### config.mk
export PLATFORM = sky130hd
export DESIGN_NAME = muon_buffer_reader
export DESIGN_NICKNAME = d
export VERILOG_FILES = /design/src/rtl/muon_buffer_reader.sv
export SDC_FILE = /design/constraint.sdc
export NUM_CORES = 1
export LEC_CHECK = 0
export BUFFER_PORTS_ARGS = -buffer_cell sky130_fd_sc_hd__buf_2
export CAP_MARGIN = 20
export CELL_PAD_IN_SITES_DETAIL_PLACEMENT = 1
export CELL_PAD_IN_SITES_GLOBAL_PLACEMENT = 2
export CORE_ASPECT_RATIO = 1.25
export CORE_MARGIN = 8
export CORE_UTILIZATION = 42
export DETAILED_ROUTE_END_ITERATION = 10
export PLACE_DENSITY = 0.88
export SETUP_SLACK_MARGIN = 0.1
export SLEW_MARGIN = 15
export SYNTH_ARGS = -nofsm -noshare
export SYNTH_HDL_FRONTEND = slang
export SYNTH_SLANG_ARGS = --single-unit
### constraint.sdc
create_clock -name AXI_CLK -period 4.6 [get_ports AXI_CLK]
set_input_delay 0.92 -clock AXI_CLK [delete_from_list [all_inputs] [get_ports AXI_CLK]]
set_output_delay 0.92 -clock AXI_CLK [all_outputs]
set_load 0.005 [all_outputs]
### src/rtl/muon_buffer_reader.sv
// Drains full muon buffers from the dual muon memories into an AXI-Stream master,
// then hands each buffer back to the writer through the MUON_BUF_CONTROL strobe sequence.
module muon_buffer_reader #(
    parameter int NUM_WIDTH  = 2,
    parameter int BUF_SHIFT  = 11,
    parameter int RD_LATENCY = 2,
    parameter int SETTLE     = 4,
    parameter int HOLD       = 4
) (
    input  logic                          AXI_CLK,
    input  logic                          RESET,
    input  logic                          ENABLE,
    input  logic [NUM_WIDTH:0]            BUF_NUM_FULL,
    input  logic [NUM_WIDTH-1:0]          BUF_RNUM,
    input  logic [31:0]                   BUF_WORD_COUNT,
    input  logic [31:0]                   TIME_TAG_A,
    input  logic [31:0]                   TIME_TAG_B,
    output logic                          MEM_EN,
    output logic [BUF_SHIFT+NUM_WIDTH-1:0] MEM_ADDR,
    input  logic [31:0]                   MEM_DATA0,
    input  logic [31:0]                   MEM_DATA1,
    output logic [31:0]                   M_TDATA,
    output logic                          M_TVALID,
    input  logic                          M_TREADY,
    output logic                          M_TLAST,
    output logic [31:0]                   MUON_BUF_CONTROL,
    output logic                          MUON_CONTROL_WRITTEN,
    output logic                          BUSY,
    output logic [15:0]                   BUF_DONE_CTR
);

    localparam int WCW  = BUF_SHIFT - 1;        // wide enough to hold the full word count
    localparam int CNTW = 9;
    localparam logic [WCW-1:0]  MAXW_W      = WCW'(2 ** (BUF_SHIFT - 2));
    localparam logic [31:0]     MAXW_32     = 32'(2 ** (BUF_SHIFT - 2));
    localparam logic [WCW-1:0]  ONE_W       = WCW'(1);
    localparam logic [CNTW-1:0] SETTLE_LAST = CNTW'(SETTLE - 1);
    localparam logic [CNTW-1:0] HOLD_C      = CNTW'(HOLD);
    localparam logic [CNTW-1:0] REL_LAST    = CNTW'(2 * HOLD);
    localparam logic [CNTW-1:0] ACK_LAST    = CNTW'(255);

    typedef enum logic [2:0] {
        S_IDLE, S_SETTLE, S_HEADER, S_READ, S_RELEASE, S_ACK
    } state_t;

    state_t state_reg, state_next;

    logic [NUM_WIDTH-1:0] cur_buf_reg;
    logic [WCW-1:0]       wc_reg, wc_last_reg, ridx_reg, words_out_reg;
    logic [31:0]          ta_reg, tb_reg, control_reg;
    logic [CNTW-1:0]      cnt_reg;
    logic [1:0]           hdr_idx_reg, wr_ptr_reg, rd_ptr_reg;
    logic                 phase_reg;
    logic [RD_LATENCY-1:0] vld_reg;
    logic [2:0]           inflight_reg, fifo_cnt_reg;
    logic [15:0]          done_ctr_reg;
    logic [63:0]          fifo_mem [0:3];

    logic [WCW-1:0] wc_clamped;
    logic [63:0]    fifo_head;
    logic           beat_fire, push, pop, fifo_nonempty;

    assign wc_clamped    = (BUF_WORD_COUNT > MAXW_32) ? MAXW_W : BUF_WORD_COUNT[WCW-1:0];
    assign fifo_head     = fifo_mem[rd_ptr_reg];
    assign fifo_nonempty = (fifo_cnt_reg != 3'd0);
    assign beat_fire     = M_TVALID && M_TREADY;
    assign push          = vld_reg[RD_LATENCY-1];
    assign pop           = (state_reg == S_READ) && beat_fire && phase_reg;

    assign MUON_BUF_CONTROL = control_reg;
    assign BUF_DONE_CTR     = done_ctr_reg;
    assign BUSY             = (state_reg != S_IDLE);
    assign MEM_ADDR         = MEM_EN ? {cur_buf_reg, ridx_reg[BUF_SHIFT-3:0], 2'b00} : '0;

    always_ff @(posedge AXI_CLK) begin
        if (RESET) state_reg <= S_IDLE;
        else       state_reg <= state_next;
    end

    always_comb begin
        state_next           = state_reg;
        M_TVALID             = 1'b0;
        M_TDATA              = 32'd0;
        M_TLAST              = 1'b0;
        MEM_EN               = 1'b0;
        MUON_CONTROL_WRITTEN = 1'b0;
        case (state_reg)
            S_IDLE: begin
                if (ENABLE && (BUF_NUM_FULL != '0)) state_next = S_SETTLE;
            end
            S_SETTLE: begin
                if (cnt_reg == SETTLE_LAST) state_next = S_HEADER;
            end
            S_HEADER: begin
                M_TVALID = 1'b1;
                case (hdr_idx_reg)
                    2'd0:    M_TDATA = {16'hA5A5, 16'(cur_buf_reg)};
                    2'd1:    M_TDATA = ta_reg;
                    default: M_TDATA = tb_reg;
                endcase
                // An empty buffer terminates the packet on the last header beat
                M_TLAST = (hdr_idx_reg == 2'd2) && (wc_reg == '0);
                if (beat_fire && (hdr_idx_reg == 2'd2))
                    state_next = (wc_reg == '0) ? S_RELEASE : S_READ;
            end
            S_READ: begin
                MEM_EN   = (ridx_reg < wc_reg) && (inflight_reg < 3'd4);
                M_TVALID = fifo_nonempty;
                M_TDATA  = phase_reg ? fifo_head[31:0] : fifo_head[63:32];
                M_TLAST  = fifo_nonempty && phase_reg && (words_out_reg == wc_last_reg);
                if (beat_fire && M_TLAST) state_next = S_RELEASE;
            end
            S_RELEASE: begin
                MUON_CONTROL_WRITTEN = (cnt_reg >= CNTW'(1)) && (cnt_reg <= HOLD_C);
                if (cnt_reg == REL_LAST) state_next = S_ACK;
            end
            S_ACK: begin
                if ((BUF_RNUM != cur_buf_reg) || (cnt_reg == ACK_LAST)) state_next = S_IDLE;
            end
            default: state_next = S_IDLE;
        endcase
    end

    // Read-return pipeline: a set bit emerges when the memory data is valid
    always_ff @(posedge AXI_CLK) begin
        if (RESET) begin
            vld_reg <= '0;
        end else begin
            vld_reg[0] <= MEM_EN;
            for (int i = 1; i < RD_LATENCY; i++) vld_reg[i] <= vld_reg[i-1];
        end
    end

    always_ff @(posedge AXI_CLK) begin
        if (push) fifo_mem[wr_ptr_reg] <= {MEM_DATA0, MEM_DATA1};
    end

    always_ff @(posedge AXI_CLK) begin
        if (RESET) begin
            cur_buf_reg   <= '0;
            wc_reg        <= '0;
            wc_last_reg   <= '0;
            ta_reg        <= '0;
            tb_reg        <= '0;
            cnt_reg       <= '0;
            hdr_idx_reg   <= '0;
            ridx_reg      <= '0;
            words_out_reg <= '0;
            phase_reg     <= 1'b0;
            wr_ptr_reg    <= '0;
            rd_ptr_reg    <= '0;
            fifo_cnt_reg  <= '0;
            inflight_reg  <= '0;
            control_reg   <= '0;
            done_ctr_reg  <= '0;
        end else begin
            if ((state_reg == S_IDLE) || (state_next != state_reg)) cnt_reg <= '0;
            else                                                     cnt_reg <= cnt_reg + CNTW'(1);

            if (state_reg == S_IDLE && state_next == S_SETTLE) cur_buf_reg <= BUF_RNUM;

            if (state_reg == S_SETTLE && state_next == S_HEADER) begin
                wc_reg        <= wc_clamped;
                wc_last_reg   <= wc_clamped - ONE_W;
                ta_reg        <= TIME_TAG_A;
                tb_reg        <= TIME_TAG_B;
                hdr_idx_reg   <= '0;
                ridx_reg      <= '0;
                words_out_reg <= '0;
                phase_reg     <= 1'b0;
            end

            if (state_reg == S_HEADER && beat_fire) hdr_idx_reg <= hdr_idx_reg + 2'd1;

            if (MEM_EN) ridx_reg <= ridx_reg + ONE_W;
            if (push)   wr_ptr_reg <= wr_ptr_reg + 2'd1;

            if (state_reg == S_READ && beat_fire) phase_reg <= ~phase_reg;
            if (pop) begin
                rd_ptr_reg    <= rd_ptr_reg + 2'd1;
                words_out_reg <= words_out_reg + ONE_W;
            end

            fifo_cnt_reg <= fifo_cnt_reg + 3'(push) - 3'(pop);
            // Credits cover both reads in flight and words parked in the FIFO
            inflight_reg <= inflight_reg + 3'(MEM_EN) - 3'(pop);

            if (state_reg != S_RELEASE && state_next == S_RELEASE)
                control_reg <= 32'(cur_buf_reg);

            if (state_reg == S_ACK && BUF_RNUM != cur_buf_reg)
                done_ctr_reg <= done_ctr_reg + 16'd1;
        end
    end

endmodule

==> flow_metrics.env <==
export IMPL_outcome="finished, final reports clean"
export IMPL_cts_buffers=42
export IMPL_finalCritPeriodShare=0.869
export IMPL_post_cts_resized=0
export IMPL_maxCapViolations=0
export IMPL_die_y_um=244
export IMPL_cts_tree="done"
export IMPL_grt_max_degree=85
export IMPL_holdBufCountCts=0
export IMPL_ys_warn_count=0
export IMPL_ios=267
export IMPL_antenna_found_initial=13
export IMPL_ys_ff_latch=409
export IMPL_wl_um=47900
export IMPL_hold_violations=0
export IMPL_timing_slew_headroom=0.255
export IMPL_postSynthCellCount=1371
export IMPL_grt_pass1_vias=12900
export IMPL_ys_flop_type="edfxtp_1"
export IMPL_synth_common_cells="edfxtp_1 (256), nand2_1 (168), dfxtp_1 (153)"
export IMPL_syn_avg_cell_area_um2=12.7
export IMPL_post_cts_setup_buffers=0
export IMPL_area_delta_synth_final_pct=16.8
export IMPL_final_net_count=1776
export IMPL_drive_above_1_share=0.243
export IMPL_numClockSinks=409
export IMPL_holdWs_ns=0.451
export IMPL_synthTopCellsByArea="edfxtp_1 (44%), dfxtp_1 (18%), mux4_2 (8.3%)"
export IMPL_ir_drop_mv=0.301
export IMPL_worst_pin_slew_ns=1.12
export IMPL_root_buffer="clkbuf_16"
export IMPL_core_area_um2=41000
export IMPL_cp_cell_sequence="ha_1 -> o21a_1 -> o211ai_1 -> a2111oi_1 -> or3_1 -> inv_2 -> and2_1 -> buf_2"
export IMPL_netlist_area_um2=17400
export IMPL_rows=83
export IMPL_cts_htree_levels=2
export IMPL_ys_seq_area_frac=0.618
export IMPL_routed_via_count=11700
export IMPL_fin_tns_setup_ns=0
export IMPL_worst_path_buf_inv=2
export IMPL_fp_dieW_um=198
export IMPL_grt_setup_unrepaired="no"
export IMPL_period_minus_slack_ns=4.00
export IMPL_crit_family="simple AND/OR/NAND/NOR gates"
export IMPL_slowest_stage="or3_1"
export IMPL_drt_initial_drc_count=592
export IMPL_grt_ovfl_total=0
export IMPL_hold_path_end="vld_reg[1]$_SDFF_PP0_"
export IMPL_routed_via_density=5.41
export IMPL_post_route_drc_count=0
export IMPL_synth_edf_count=256
export IMPL_insertion_delay_ns=0.57
export IMPL_cp_max_fo=23
export IMPL_total_power_mw=7.44
export IMPL_ant_nets=0
export IMPL_grt_usage=0.197
export IMPL_place_hpwl_um=31600
export IMPL_cp_start_kind="flip-flop"
export IMPL_r2r_cells=9
export IMPL_synth_top_area_cell="edfxtp_1"
export IMPL_end_kind="primary output"
export IMPL_yosysMostFrequentCell="edfxtp_1"
export IMPL_min_delay_start="vld_reg[0]$_SDFF_PP0_"
export IMPL_path_clk_slew_ns=0.06
export IMPL_fin_util=0.496
export IMPL_critPathMaxStageDelay_ns=0.62
export IMPL_r2r_end="inflight_reg[1]$_SDFF_PP0_"
export IMPL_wl_per_cell_um=22.1
export IMPL_setup_viol=0
export IMPL_port_buffers=234
export IMPL_hp_class="flip-flop to flip-flop"
export IMPL_crit_type="flip-flop to primary output"
export IMPL_place_congestion=0.789
export IMPL_crit_arrival_ns=3.08
export IMPL_synth_top_area_frac=0.442
export IMPL_ys_async_sr_fraction=0
export IMPL_grt_pass1_wl_um=74000
export IMPL_drt_pass1_iterations=4
export IMPL_skew_ns=0.0303
export IMPL_rr_startpoint="ridx_reg[6]$_SDFFE_PP0P_"
export IMPL_slew_viol_final=0
export IMPL_r2r_setup_slack_ns=1.40
export IMPL_clock_tree_buffer_depth=3
export IMPL_die_area_um2=48300
export IMPL_fmax_ghz=0.250
export IMPL_min_path_cells=1
export IMPL_largest_reg_flops=256
export IMPL_p_per_area_nw_per_um2=366
export IMPL_p_leak_nw=7.18
export IMPL_worstPathRequired_ns=3.68
export IMPL_synth_distinct_cells=64
export IMPL_initial_core_util=0.424
[worst max-delay path by stage]
| stage | slack (ns) | to | depth (start not counted) | startpoint |
|---|---|---|---|---|
| finish | 0.60 | MEM_ADDR[9] | 8 | ridx_reg[6]$_SDFFE_PP0P_ |
| floorplan | 1.63 | wc_last_reg[8]$_SDFFE_PP0P_ | 11 | BUF_WORD_COUNT[5] |
| global route | 0.41 | MEM_ADDR[9] | 8 | ridx_reg[6]$_SDFFE_PP0P_ |
| global placement | 1.02 | wc_last_reg[8]$_SDFFE_PP0P_ | 10 | BUF_WORD_COUNT[31] |
| detailed placement | 0.93 | wc_last_reg[8]$_SDFFE_PP0P_ | 10 | BUF_WORD_COUNT[5] |
| CTS | 0.59 | MEM_ADDR[9] | 8 | ridx_reg[6]$_SDFFE_PP0P_ |
[power breakdown]
group,internal [mW],switching [mW]
Combinational,0.0693,0.106
Clock,1.92,1.46
Sequential,3.89,0.00535
Total,5.88,1.57
[logic make-up after synthesis]
logic type | Yosys count | share of synthesized area
other | 1 | 0.000215
XOR/XNOR | 44 | 0.0221
flip-flops | 409 | 0.618
adder cells (fa/ha/maj) | 30 | 0.0224
AO/OA/AOI/OAI | 212 | 0.0743
buffers and inverters | 146 | 0.0396
AND/OR/NAND/NOR | 423 | 0.117
multiplexers | 106 | 0.107
[worst register-to-register path: stages, from the launching register on]
cell and delay [ns]:
dfxtp_1 0.47, ha_1 0.29, o21a_1 0.18, o211ai_1 0.21
a2111oi_1 0.08, or3_1 0.62, inv_2 0.39, ha_1 0.25
fa_1 0.41, nor2b_1 0.14
[stage by stage]
| step | worst slack (ns) | instances | area (um^2) |
|---|---|---|---|
| global placement | 1.02 | 2085 | 19000 |
| floorplan | 1.63 | 1402 | 17500 |
| global route | 0.412 | 2167 | 20300 |
| detailed placement | 0.932 | 2085 | 19000 |
| finish | 0.601 | 2170 | 20300 |
| CTS | 0.594 | 2163 | 20300 |
[placed cells by master (no fill, tap or decap), types with 5 or more instances in the layout]
| master | n |
|---|---|
| o22ai_1 | 30 |
| a211oi_1 | 13 |
| edfxtp_1 | 256 |
| buf_2 | 233 |
| o21ai_0 | 12 |
| nand3_1 | 40 |
| nor4_1 | 10 |
| clkinv_1 | 12 |
| conb_1 | 32 |
| or3_1 | 9 |
| nor2_1 | 78 |
| clkinv_2 | 5 |
| ha_1 | 26 |
| nor3b_1 | 28 |
| and2_1 | 12 |
| xnor2_1 | 21 |
| and3_1 | 9 |
| nor3_1 | 13 |
| diode_2 | 7 |
| a31oi_1 | 7 |
| a22oi_1 | 7 |
| a21oi_1 | 110 |
| buf_4 | 12 |
| dfxtp_1 | 151 |
| mux2i_1 | 41 |
| clkbuf_16 | 42 |
| xor2_1 | 23 |
| nand4_1 | 17 |
| a311oi_1 | 6 |
| mux4_2 | 64 |
| nor2b_1 | 13 |
| inv_1 | 29 |
| nand2_1 | 168 |
| clkbuf_1 | 8 |
[cell type report]
class | instances | area (um^2)
well taps | 552 | 691
multi-input cells | 847 | 6110
diodes | 7 | 17.5
repair buffers | 246 | 1280
clock inverters | 25 | 235
clock buffers | 53 | 1120
inverters | 31 | 116
fillers | 4323 | 20700
flip-flops and latches | 409 | 10800
[per-layer routing]
metal	global-route usage	routed length [um]
met1	0.229	19100
met2	0.346	24000
met5	0	63
met3	0.0480	3220
met4	0.0772	1510
Note: power is estimated with default switching activity, not from simulation.
